## src/rtl/dmem_port_arbiter_pkg.sv

```systemverilog
// Shared types for dmem_port_arbiter: owner and grant encodings, read-return tags
// and the muxed memory request bundle.
package dmem_arb_pkg;

   typedef enum logic {
      OWN_CPU = 1'b0,
      OWN_DMA = 1'b1
   } owner_e;

   typedef enum logic [1:0] {
      GNT_NONE,
      GNT_CPU,
      GNT_DMA
   } gnt_e;

   typedef struct packed {
      logic   vld;
      owner_e owner;
   } rd_tag_t;

   typedef struct packed {
      logic        wren;
      logic [31:0] addr;
      logic [31:0] wdata;
      logic [2:0]  funct3;
   } mem_req_t;

   localparam rd_tag_t  TAG_NONE = '0;
   localparam mem_req_t REQ_IDLE = '0;

   function automatic owner_e gnt_owner(gnt_e g);
      return (g == GNT_DMA) ? OWN_DMA : OWN_CPU;
   endfunction

endpackage

```

## src/rtl/dmem_port_arbiter_if.sv

```systemverilog
// Bundle of the CPU, DMA and memory-side signals around dmem_port_arbiter.
// slave = arbiter view, master = surrounding environment view.
interface dmem_port_arbiter_if;

   logic        i_cpu_req;
   logic        i_cpu_wren;
   logic [31:0] i_cpu_addr;
   logic [31:0] i_cpu_wdata;
   logic [2:0]  i_cpu_funct3;
   logic        o_cpu_stall;
   logic        o_cpu_rvalid;
   logic [31:0] o_cpu_rdata;

   logic        i_dma_req;
   logic        i_dma_wren;
   logic [31:0] i_dma_addr;
   logic [31:0] i_dma_wdata;
   logic [2:0]  i_dma_funct3;
   logic        o_dma_gnt;
   logic        o_dma_rvalid;
   logic [31:0] o_dma_rdata;

   logic        o_mem_req;
   logic        o_mem_wren;
   logic [31:0] o_mem_addr;
   logic [31:0] o_mem_wdata;
   logic [2:0]  o_mem_funct3;
   logic [31:0] i_mem_rdata;

   modport slave (
      input  i_cpu_req, i_cpu_wren, i_cpu_addr, i_cpu_wdata, i_cpu_funct3,
      output o_cpu_stall, o_cpu_rvalid, o_cpu_rdata,
      input  i_dma_req, i_dma_wren, i_dma_addr, i_dma_wdata, i_dma_funct3,
      output o_dma_gnt, o_dma_rvalid, o_dma_rdata,
      output o_mem_req, o_mem_wren, o_mem_addr, o_mem_wdata, o_mem_funct3,
      input  i_mem_rdata
   );

   modport master (
      output i_cpu_req, i_cpu_wren, i_cpu_addr, i_cpu_wdata, i_cpu_funct3,
      input  o_cpu_stall, o_cpu_rvalid, o_cpu_rdata,
      output i_dma_req, i_dma_wren, i_dma_addr, i_dma_wdata, i_dma_funct3,
      input  o_dma_gnt, o_dma_rvalid, o_dma_rdata,
      input  o_mem_req, o_mem_wren, o_mem_addr, o_mem_wdata, o_mem_funct3,
      output i_mem_rdata
   );

endinterface

```

## src/rtl/dmem_port_arbiter_rd_tag_pipe.sv

```systemverilog
// RD_LAT-deep shift register of read-return tags; the exiting tag marks which
// owner i_mem_rdata belongs to in the current cycle.
module dmem_rd_tag_pipe
   import dmem_arb_pkg::*;
#(
   parameter int unsigned RD_LAT = 1
) (
   input  logic    clk_i,
   input  logic    rst_ni,
   input  rd_tag_t tag_i,
   output rd_tag_t tag_o
);

   rd_tag_t stage_q [RD_LAT];
   rd_tag_t stage_d [RD_LAT];

   always_comb begin
      stage_d[0] = tag_i;
      for (int unsigned i = 1; i < RD_LAT; i++) begin
         stage_d[i] = stage_q[i-1];
      end
   end

   always_ff @(posedge clk_i or negedge rst_ni) begin
      if (!rst_ni) begin
         for (int unsigned i = 0; i < RD_LAT; i++) begin
            stage_q[i] <= TAG_NONE;
         end
      end else begin
         stage_q <= stage_d;
      end
   end

   assign tag_o = stage_q[RD_LAT-1];

endmodule

```

## src/rtl/dmem_port_arbiter.sv

```systemverilog
// Shares the data-memory port between the MEM stage (fixed priority) and a DMA master.
// Optional DMEM_ARB_STARVE_GUARD_EN forces one DMA slot after STARVE_MAX blocked cycles.
module dmem_port_arbiter
   import dmem_arb_pkg::*;
#(
   parameter int unsigned RD_LAT     = 1,
   parameter int unsigned STARVE_MAX = 8
) (
   input  logic                i_clk,
   input  logic                i_reset,
   dmem_port_arbiter_if.slave  bus
);

   mem_req_t    cpu_req_s;
   mem_req_t    dma_req_s;
   mem_req_t    mem_req_s;
   gnt_e        gnt;
   logic        force_dma;
   rd_tag_t     tag_in;
   rd_tag_t     tag_out;
   logic        cpu_hit;
   logic        dma_hit;
   logic [31:0] cpu_rdata_q, cpu_rdata_d;
   logic [31:0] dma_rdata_q, dma_rdata_d;

   assign cpu_req_s = '{wren: bus.i_cpu_wren, addr: bus.i_cpu_addr,
                        wdata: bus.i_cpu_wdata, funct3: bus.i_cpu_funct3};
   assign dma_req_s = '{wren: bus.i_dma_wren, addr: bus.i_dma_addr,
                        wdata: bus.i_dma_wdata, funct3: bus.i_dma_funct3};

`ifdef DMEM_ARB_STARVE_GUARD_EN
   localparam int unsigned    CNT_W   = $clog2(STARVE_MAX + 1);
   localparam logic [CNT_W-1:0] CNT_MAX = CNT_W'(STARVE_MAX);

   logic [CNT_W-1:0] wait_cnt_q, wait_cnt_d;

   // Saturating at CNT_MAX means the CPU still wins the cycle it saturates; force starts next cycle.
   assign force_dma = bus.i_dma_req && (wait_cnt_q == CNT_MAX);

   always_comb begin
      wait_cnt_d = '0;
      if (bus.i_dma_req && (gnt != GNT_DMA)) begin
         wait_cnt_d = (wait_cnt_q == CNT_MAX) ? wait_cnt_q : wait_cnt_q + CNT_W'(1);
      end
   end

   always_ff @(posedge i_clk or negedge i_reset) begin
      if (!i_reset) wait_cnt_q <= '0;
      else          wait_cnt_q <= wait_cnt_d;
   end
`else
   logic unused_starve_max;

   assign force_dma         = 1'b0;
   assign unused_starve_max = |STARVE_MAX;
`endif

   always_comb begin
      gnt = GNT_NONE;
      if (force_dma)            gnt = GNT_DMA;
      else if (bus.i_cpu_req)   gnt = GNT_CPU;
      else if (bus.i_dma_req)   gnt = GNT_DMA;
   end

   always_comb begin
      mem_req_s = REQ_IDLE;
      case (gnt)
         GNT_CPU: mem_req_s = cpu_req_s;
         GNT_DMA: mem_req_s = dma_req_s;
         default: mem_req_s = REQ_IDLE;
      endcase
   end

   assign bus.o_mem_req    = (gnt != GNT_NONE);
   assign bus.o_mem_wren   = mem_req_s.wren;
   assign bus.o_mem_addr   = mem_req_s.addr;
   assign bus.o_mem_wdata  = mem_req_s.wdata;
   assign bus.o_mem_funct3 = mem_req_s.funct3;
   assign bus.o_dma_gnt    = (gnt == GNT_DMA);
   assign bus.o_cpu_stall  = bus.i_cpu_req && (gnt == GNT_DMA);

   assign tag_in = '{vld: (gnt != GNT_NONE) && !mem_req_s.wren, owner: gnt_owner(gnt)};

   dmem_rd_tag_pipe #(.RD_LAT(RD_LAT)) u_tag_pipe (
      .clk_i  (i_clk),
      .rst_ni (i_reset),
      .tag_i  (tag_in),
      .tag_o  (tag_out)
   );

   // Returning data is forwarded in its arrival cycle and held afterwards.
   assign cpu_hit = tag_out.vld && (tag_out.owner == OWN_CPU);
   assign dma_hit = tag_out.vld && (tag_out.owner == OWN_DMA);

   always_comb begin
      cpu_rdata_d = cpu_hit ? bus.i_mem_rdata : cpu_rdata_q;
      dma_rdata_d = dma_hit ? bus.i_mem_rdata : dma_rdata_q;
   end

   always_ff @(posedge i_clk or negedge i_reset) begin
      if (!i_reset) begin
         cpu_rdata_q <= '0;
         dma_rdata_q <= '0;
      end else begin
         cpu_rdata_q <= cpu_rdata_d;
         dma_rdata_q <= dma_rdata_d;
      end
   end

   assign bus.o_cpu_rvalid = cpu_hit;
   assign bus.o_cpu_rdata  = cpu_rdata_d;
   assign bus.o_dma_rvalid = dma_hit;
   assign bus.o_dma_rdata  = dma_rdata_d;

endmodule

```

## src/flat_wrapper.sv

```systemverilog
// flat-port wrapper written by rule: the top's interface ports become plain ports
module dmem_port_arbiter_flat import dmem_arb_pkg::*;
#(
   parameter int unsigned RD_LAT     = 1,
   parameter int unsigned STARVE_MAX = 8
)
  (i_clk, i_reset, bus_i_cpu_req, bus_i_cpu_wren, bus_i_cpu_addr, bus_i_cpu_wdata, bus_i_cpu_funct3, bus_o_cpu_stall, bus_o_cpu_rvalid, bus_o_cpu_rdata, bus_i_dma_req, bus_i_dma_wren, bus_i_dma_addr, bus_i_dma_wdata, bus_i_dma_funct3, bus_o_dma_gnt, bus_o_dma_rvalid, bus_o_dma_rdata, bus_o_mem_req, bus_o_mem_wren, bus_o_mem_addr, bus_o_mem_wdata, bus_o_mem_funct3, bus_i_mem_rdata);
  dmem_port_arbiter_if bus_i ();
  input  logic i_clk;
  input  logic i_reset;
  input wire logic [$bits(bus_i.i_cpu_req)-1:0] bus_i_cpu_req;
  input wire logic [$bits(bus_i.i_cpu_wren)-1:0] bus_i_cpu_wren;
  input wire logic [$bits(bus_i.i_cpu_addr)-1:0] bus_i_cpu_addr;
  input wire logic [$bits(bus_i.i_cpu_wdata)-1:0] bus_i_cpu_wdata;
  input wire logic [$bits(bus_i.i_cpu_funct3)-1:0] bus_i_cpu_funct3;
  output wire logic [$bits(bus_i.o_cpu_stall)-1:0] bus_o_cpu_stall;
  output wire logic [$bits(bus_i.o_cpu_rvalid)-1:0] bus_o_cpu_rvalid;
  output wire logic [$bits(bus_i.o_cpu_rdata)-1:0] bus_o_cpu_rdata;
  input wire logic [$bits(bus_i.i_dma_req)-1:0] bus_i_dma_req;
  input wire logic [$bits(bus_i.i_dma_wren)-1:0] bus_i_dma_wren;
  input wire logic [$bits(bus_i.i_dma_addr)-1:0] bus_i_dma_addr;
  input wire logic [$bits(bus_i.i_dma_wdata)-1:0] bus_i_dma_wdata;
  input wire logic [$bits(bus_i.i_dma_funct3)-1:0] bus_i_dma_funct3;
  output wire logic [$bits(bus_i.o_dma_gnt)-1:0] bus_o_dma_gnt;
  output wire logic [$bits(bus_i.o_dma_rvalid)-1:0] bus_o_dma_rvalid;
  output wire logic [$bits(bus_i.o_dma_rdata)-1:0] bus_o_dma_rdata;
  output wire logic [$bits(bus_i.o_mem_req)-1:0] bus_o_mem_req;
  output wire logic [$bits(bus_i.o_mem_wren)-1:0] bus_o_mem_wren;
  output wire logic [$bits(bus_i.o_mem_addr)-1:0] bus_o_mem_addr;
  output wire logic [$bits(bus_i.o_mem_wdata)-1:0] bus_o_mem_wdata;
  output wire logic [$bits(bus_i.o_mem_funct3)-1:0] bus_o_mem_funct3;
  input wire logic [$bits(bus_i.i_mem_rdata)-1:0] bus_i_mem_rdata;
  assign bus_i.i_cpu_req = bus_i_cpu_req;
  assign bus_i.i_cpu_wren = bus_i_cpu_wren;
  assign bus_i.i_cpu_addr = bus_i_cpu_addr;
  assign bus_i.i_cpu_wdata = bus_i_cpu_wdata;
  assign bus_i.i_cpu_funct3 = bus_i_cpu_funct3;
  assign bus_o_cpu_stall = bus_i.o_cpu_stall;
  assign bus_o_cpu_rvalid = bus_i.o_cpu_rvalid;
  assign bus_o_cpu_rdata = bus_i.o_cpu_rdata;
  assign bus_i.i_dma_req = bus_i_dma_req;
  assign bus_i.i_dma_wren = bus_i_dma_wren;
  assign bus_i.i_dma_addr = bus_i_dma_addr;
  assign bus_i.i_dma_wdata = bus_i_dma_wdata;
  assign bus_i.i_dma_funct3 = bus_i_dma_funct3;
  assign bus_o_dma_gnt = bus_i.o_dma_gnt;
  assign bus_o_dma_rvalid = bus_i.o_dma_rvalid;
  assign bus_o_dma_rdata = bus_i.o_dma_rdata;
  assign bus_o_mem_req = bus_i.o_mem_req;
  assign bus_o_mem_wren = bus_i.o_mem_wren;
  assign bus_o_mem_addr = bus_i.o_mem_addr;
  assign bus_o_mem_wdata = bus_i.o_mem_wdata;
  assign bus_o_mem_funct3 = bus_i.o_mem_funct3;
  assign bus_i.i_mem_rdata = bus_i_mem_rdata;
  dmem_port_arbiter #(.RD_LAT(RD_LAT), .STARVE_MAX(STARVE_MAX)) u_core (.i_clk(i_clk), .i_reset(i_reset), .bus(bus_i));
endmodule
```

## config.mk

```make
export PLATFORM = sky130hd
export DESIGN_NAME = dmem_port_arbiter_flat
export DESIGN_NICKNAME = d
export VERILOG_FILES = /design/src/rtl/dmem_port_arbiter_pkg.sv /design/src/rtl/dmem_port_arbiter_if.sv /design/src/rtl/dmem_port_arbiter_rd_tag_pipe.sv /design/src/rtl/dmem_port_arbiter.sv /design/src/flat_wrapper.sv
export SDC_FILE = /design/constraint.sdc
export NUM_CORES = 1
export LEC_CHECK = 0
export CORE_MARGIN = 10
export CORE_UTILIZATION = 28
export CTS_CLUSTER_DIAMETER = 80
export CTS_CLUSTER_SIZE = 40
export DETAILED_ROUTE_END_ITERATION = 8
export GPL_TIMING_DRIVEN = 0
export PLACE_DENSITY = 0.85
export SYNTH_ARGS = -nofsm -noshare
export SYNTH_HDL_FRONTEND = slang
export SYNTH_SLANG_ARGS = --single-unit
```

## constraint.sdc

```tcl
create_clock -name i_clk -period 1.35 [get_ports i_clk]
set_input_delay 0.2025 -clock i_clk [delete_from_list [all_inputs] [get_ports i_clk]]
set_output_delay 0.2025 -clock i_clk [all_outputs]
set_load 0.05 [all_outputs]
```

==> reports/results.ini, run 1 <==
[status]
status=finished with violations
violations=negative setup slack

[yosys]
yosysTopAreaCell=dfrtp_1
synth.top_cell.area_share_pct=49.5
ys_seq_elements=66
synth_area_leaders=dfrtp_1 50%, a22o_1 18%, mux2_4 13%
syn_area_per_cell_um2=14.4
synth.distinct_cells=15
yosys_warnings=0
ys_seq_area_share_pct=49.5
synthCells=231
synth_area_um2=3330
synth_nets=403

[layout]
syn2layout_area_growth_pct=124
fill_cells=864
finalNonFillerCells=716
n_antenna_cell=0
final_util_pct=64.9
final_nets=740
final_layout_size_suffix_gt1_share_pct=58.3
regArea_um2=1650
multi_input_area_um2=1760

[worst_setup_path]
critPathArrivalTime_ns=1.68
crit_fanout=10
start_kind=register
cp-end-kind=output port
critical_path_class=reg2out
required_ns=1.15

[floorplanning]
rows=39
initial_core_util_pct=29.0
num_io_pins=309
die_h_um=129
dieArea_um2=16700
die_w_um=129
coreArea_um2=11500

[route]
drt_iter0_drc=126
route.detailed.wl_per_inst_um=24.4
ant_nets=0
num_vias=3387
first_pass_iters=4
vias_per_cell=4.73
route.detailed.drc=0
wl_um=17400

[grt]
grt-ovfl-total=0
grtUsageTotal_pct=19.5
grt_pass1_wl_um=25000
grt_max_degree=35
grt_pass1_vias=3886
antenna_found_initial=0

[timing]
finalSetupTns_ns=-32.17
worstMarginPinSlew_ns=0.777
setup_viol=72
fin_crit_sh_pct=139
rsz0062_at_grt=yes
clock.fmax_mhz=532
drv_slew=0
post-route-min-period_ns=1.88
finalWorstSetupSlack_ns=-0.529
whs_ns=0.286
hold_viol=0
slew_headroom_pct=48.2
skew_ns=0.00685

[clock_network]
htree_levels=3
numCtsBuffers=9
cts_sinks=66
clk_path_buf_depth=2
clk_latency_ns=0.32
tritoncts=yes
clkTransAtPathRegs_ns=0.06
clock-root-buffer=clkbuf_16

[power]
power.leakage_nw=3.53
power_density_nw_per_um2=1380
power_mw=10.3
p_clk_share_pct=22.8
switching_share_pct=40.0
switching_power_mw=4.12
peakVddDrop_v=0.000673
seqPwrFrac_pct=24.5
intPower_mw=6.18
pwr-share-comb_pct=52.8

[place]
gp_congestion=0.842
dp.cells=681
hpwl_um=14500
portBuffers=306

[hold_path]
hp-class=in2reg

[job]
cap_violations=0

synth_stat cells:
cell and n:
a22o_1 69, dfrtp_1 66, mux2_2 35, mux2_4 29
buf_4 8, clkbuf_1 7, buf_6 4, buf_12 3
inv_1 3, buf_2 2, conb_1 1, nand2_2 1
nor2b_1 1, nor2b_4 1, or2_2 1
registers in the layout, summed over array words and instances, names as in the netlist:
signal,count
u_core.dma_rdata_q,32
u_core.u_tag_pipe.tag_o,2
u_core.cpu_rdata_q,32
metrics by stage:
step                      setup slack, ns  instance area (um2)
after global placement              -1.92                 6810
after floorplan                   -0.0662                 3570
after detailed placement            -1.15                 6820
final                              -0.529                 7470
after CTS                          -0.575                 7320
after global routing               -0.584                 7470
cell families (layout without fill, tap and decap cells):
family / Yosys count / count (layout) / share of synthesized area [%]
AO/OA/AOI/OAI: 69 / 69 / 18.1
buffers and inverters: 27 / 368 / 6.38
flip-flops: 66 / 66 / 49.5
multiplexers: 64 / 64 / 24.9
other: 1 / 1 / 0.112
AND/OR/NAND/NOR: 4 / 5 / 0.976
placed cells by master (no fill, tap or decap), drive strengths merged, types with 2 or more instances in the layout:
| cell | instances |
|---|---|
| buf | 172 |
| inv | 4 |
| mux2 | 64 |
| nor2b | 3 |
| clkinvlp | 2 |
| dfrtp | 66 |
| clkdlybuf4s50 | 168 |
| a22o | 69 |
| clkinv | 3 |
| clkbuf | 17 |
power by group through the flow:
stage / logic, mW / registers (mW) / clock network (mW)
after global placement: 4.99 / 2.51 / 0
after CTS: 5.38 / 2.52 / 2.38
after floorplan: 3.21 / 2.49 / 0
after detailed placement: 5.05 / 2.54 / 0
after global routing: 5.61 / 2.55 / 2.49
final: 5.43 / 2.52 / 2.35
critical path: stages, from the launching register on:
cell     delay, ns
dfrtp_2       0.44
nor2b_4       0.13
buf_12        0.15
buf_12        0.15
mux2_4        0.32
buf_6         0.16
path summary, 6_finish.rpt:
path,start,to,slack [ns],cells past startpoint
min reg2reg,u_core.dma_rdata_q[3]$_DFF_PN0_,u_core.dma_rdata_q[3]$_DFF_PN0_,0.50,1
max in group asynchronous,i_reset,u_core.u_tag_pipe.tag_o[0]$_DFF_PN0_,0.19,3
min,bus_i_cpu_req,u_core.u_tag_pipe.tag_o[0]$_DFF_PN0_,0.29,3
max,u_core.u_tag_pipe.tag_o[0]$_DFF_PN0_,bus_o_cpu_rdata[30],-0.53,5
max reg2reg,u_core.u_tag_pipe.tag_o[0]$_DFF_PN0_,u_core.cpu_rdata_q[7]$_DFF_PN0_,-0.04,5
min in group asynchronous,i_reset,u_core.dma_rdata_q[13]$_DFF_PN0_,0.50,2
metal layers:
metal | vias to the layer above | wire length [um] | global-route usage [%]
li1 | 1555 | - | -
met1 | 1658 | 6060 | 19.7
met2 | 166 | 9770 | 37.2
met3 | 8 | 1440 | 7.30
met4 | 0 | 164 | 4.01
met5 | - | 0 | 0
repair_timing:
action,CTS,global route
pin swaps,2,1
cloned,2,3
gates resized for setup,930,26
endpoints found under the hold margin,33,0
hold buffers,1,0
setup endpoints to repair,136,142
buffers inserted,8,6
final cells by class:
| type | instances | area share, % |
|---|---|---|
| sequential | 66 | 22.1 |
| tap | 143 | 2.39 |
| multi-input combinational | 139 | 23.6 |
| clock inverter | 7 | 1.05 |
| buffer | 23 | 3.50 |
| timing repair buffer | 326 | 44.2 |
| inverter | 3 | 0.151 |
| clock buffer | 9 | 3.01 |
No activity file was read; power rests on OpenSTA's default activity.
==> run 2: changes to the inputs <==
--- a/config.mk
+++ b/config.mk
@@ -5,13 +5,13 @@
 export SDC_FILE = /design/constraint.sdc
 export NUM_CORES = 1
 export LEC_CHECK = 0
-export CORE_MARGIN = 10
-export CORE_UTILIZATION = 28
+export CORE_AREA = 4 4 118 120
 export CTS_CLUSTER_DIAMETER = 80
 export CTS_CLUSTER_SIZE = 40
 export DETAILED_ROUTE_END_ITERATION = 8
+export DIE_AREA = 0 0 122 124
 export GPL_TIMING_DRIVEN = 0
-export PLACE_DENSITY = 0.85
+export PLACE_DENSITY = 0.8
 export SYNTH_ARGS = -nofsm -noshare
 export SYNTH_HDL_FRONTEND = slang
 export SYNTH_SLANG_ARGS = --single-unit
==> run 2 against run 1 <==
Net effect: the run still ends with negative setup slack left; cell count up 9.9%; critical path depth rose by 1; combinational power increased by 5.2%; via count grew 5.6%; maximum frequency down 4.9%; sequential power about the same; power rose by 3.4%; utilization decreased by 1.3 points; largest cell class unchanged.
==> reports/results.ini, run 2 (synthesized netlist as in run 1, its figures left out) <==
[route]
drt_iter0_drc=126
route.detailed.drc=0
first_pass_iters=4
vias_per_cell=4.55
route.detailed.wl_per_inst_um=21.1
ant_nets=0
wl_um=16600
num_vias=3577

[place]
dpl_cell_area_um2=6860
hpwl_um=12100
gp_congestion=0.818
portBuffers=306
pre_cts_ws_ns=-1.10
dp.cells=714

[worst_setup_path]
start_kind=register
crit_fanout=7
cp-end-kind=output port
required_ns=1.15
r2r_end=u_core.cpu_rdata_q[27]$_DFF_PN0_
ff2ff_path_depth=6
r2r_slack_ns=-0.17
startpoint=u_core.u_tag_pipe.tag_o[0]$_DFF_PN0_
critical_path_class=reg2out
critPathArrivalTime_ns=1.77
endpoint=bus_o_cpu_rdata[23]
reg2reg_from=u_core.u_tag_pipe.tag_o[0]$_DFF_PN0_

[job]
cap_violations=0

[layout]
final_area_um2=8260
final_layout_size_suffix_gt1_share_pct=60.1
final_cell_mix=168 x clkdlybuf4s50_1, 93 x buf_6, 66 x dfrtp_1
fill_cells=972
finalNonFillerCells=787
syn2layout_area_growth_pct=148
multi_input_area_um2=1910
regArea_um2=1650
final_nets=779
n_antenna_cell=0
final_common_cell=clkdlybuf4s50_1

[clock_network]
clk_latency_ns=0.32
tritoncts=yes
cts_sinks=66
clock-root-buffer=clkbuf_16
clkTransAtPathRegs_ns=0.05
numCtsBuffers=9
htree_levels=3
clk_path_buf_depth=2

[grt]
antenna_found_initial=0
grt_max_degree=35
grt_pass1_vias=3872
grtUsageTotal_pct=19.6
grt_pass1_wl_um=22400
grt-ovfl-total=0

[floorplanning]
die_w_um=122
initial_core_util_pct=25.7
coreArea_um2=13000
die_h_um=124
rows=42
num_io_pins=309
dieArea_um2=15100

[power]
peakVddDrop_v=0.000585
switching_share_pct=38.5
intPower_mw=6.54
pwr-share-comb_pct=53.7
switching_power_mw=4.10
seqPwrFrac_pct=23.8
power.leakage_nw=3.89
power_density_nw_per_um2=1290
p_clk_share_pct=22.5

[timing]
rsz0062_at_grt=yes
worstMarginPinSlew_ns=0.774
hold_viol=0
clock.fmax_mhz=506
setup_viol=117
whs_ns=0.476
drv_slew=0
slew_headroom_pct=48.4
skew_ns=0.00393
fin_crit_sh_pct=146
finalWorstSetupSlack_ns=-0.626
post-route-min-period_ns=1.98

[hold_path]
hp-class=in2reg

[status]
violations=negative setup slack
status=finished with violations

==> run 2: cell types whose count changed in the layout (fill, tap and decap cells not counted), moves of 5 or more <==
cell and delta:
buf_8 +33, buf_6 +14, buf_2 +13, buf_4 -23, clkbuf_1 +5, a22o_4 +20, a22o_2 -20
==> run 2: final cells by class <==
class	instances	share of cell area, %
well taps	176	2.67
inverters	3	0.136
clock inverters	3	0.788
multi-input cells	138	23.1
flip-flops and latches	66	20.0
clock buffers	12	2.86
repair buffers	370	47.6
plain buffers	19	2.82
==> run 2: per-stage QoR <==
stage               utilization [%]  setup TNS (ns)  power (mW)
global route                   63.6          -41.31        11.0
floorplan                         -           -1.35        5.70
global placement               52.8         -243.80        7.46
finish                         63.6          -37.17        10.6
detailed placement             52.9         -117.05        7.55
CTS                            59.3          -39.73        10.3
==> run 2: what timing repair did <==
item	CTS	global route
hold buffers	1	0
cloned	2	2
pin swaps	1	7
buffers inserted	28	34
gates resized for setup	877	189
hold endpoints to repair	32	0
endpoints found under the setup margin	136	158
==> run 2: worst max-delay path: stages (launching register included) <==
cell and delay [ns]:
dfrtp_1 0.43, nor2b_4 0.15, buf_12 0.15, buf_12 0.14
buf_12 0.11, mux2_4 0.31, buf_8 0.16
==> run 2: power by group through the flow <==
stage               Clock, mW  Sequential (mW)  Combinational, mW
floorplan                   0             2.49               3.21
global placement            0             2.51               4.95
detailed placement          0             2.54               5.00
CTS                      2.43             2.52               5.35
global route             2.53             2.56               5.90
finish                   2.40             2.53               5.71
==> run 2: worst min path at each step <==
stage                                          start                                    to  slack (ns)  cells after the start
floorplan                                    i_reset       u_core.cpu_rdata_q[0]$_DFF_PN0_       -0.09                      0
global placement    u_core.dma_rdata_q[10]$_DFF_PN0_      u_core.dma_rdata_q[10]$_DFF_PN0_        0.48                      1
detailed placement                           i_reset      u_core.dma_rdata_q[19]$_DFF_PN0_        0.30                      1
CTS                 u_core.dma_rdata_q[11]$_DFF_PN0_      u_core.dma_rdata_q[11]$_DFF_PN0_        0.49                      1
global route                           bus_i_cpu_req  u_core.u_tag_pipe.tag_o[0]$_DFF_PN0_        0.48                      5
finish                                 bus_i_cpu_req  u_core.u_tag_pipe.tag_o[0]$_DFF_PN0_        0.48                      5
==> run 2: metal layers <==
layer | share of wire [%] | track usage (%) | wire (um)
met5 | 0 | 0 | 0
met4 | 2.5 | 7.21 | 417
met3 | 7.2 | 5.59 | 1200
met2 | 55 | 36.6 | 9130
met1 | 35 | 21.0 | 5860
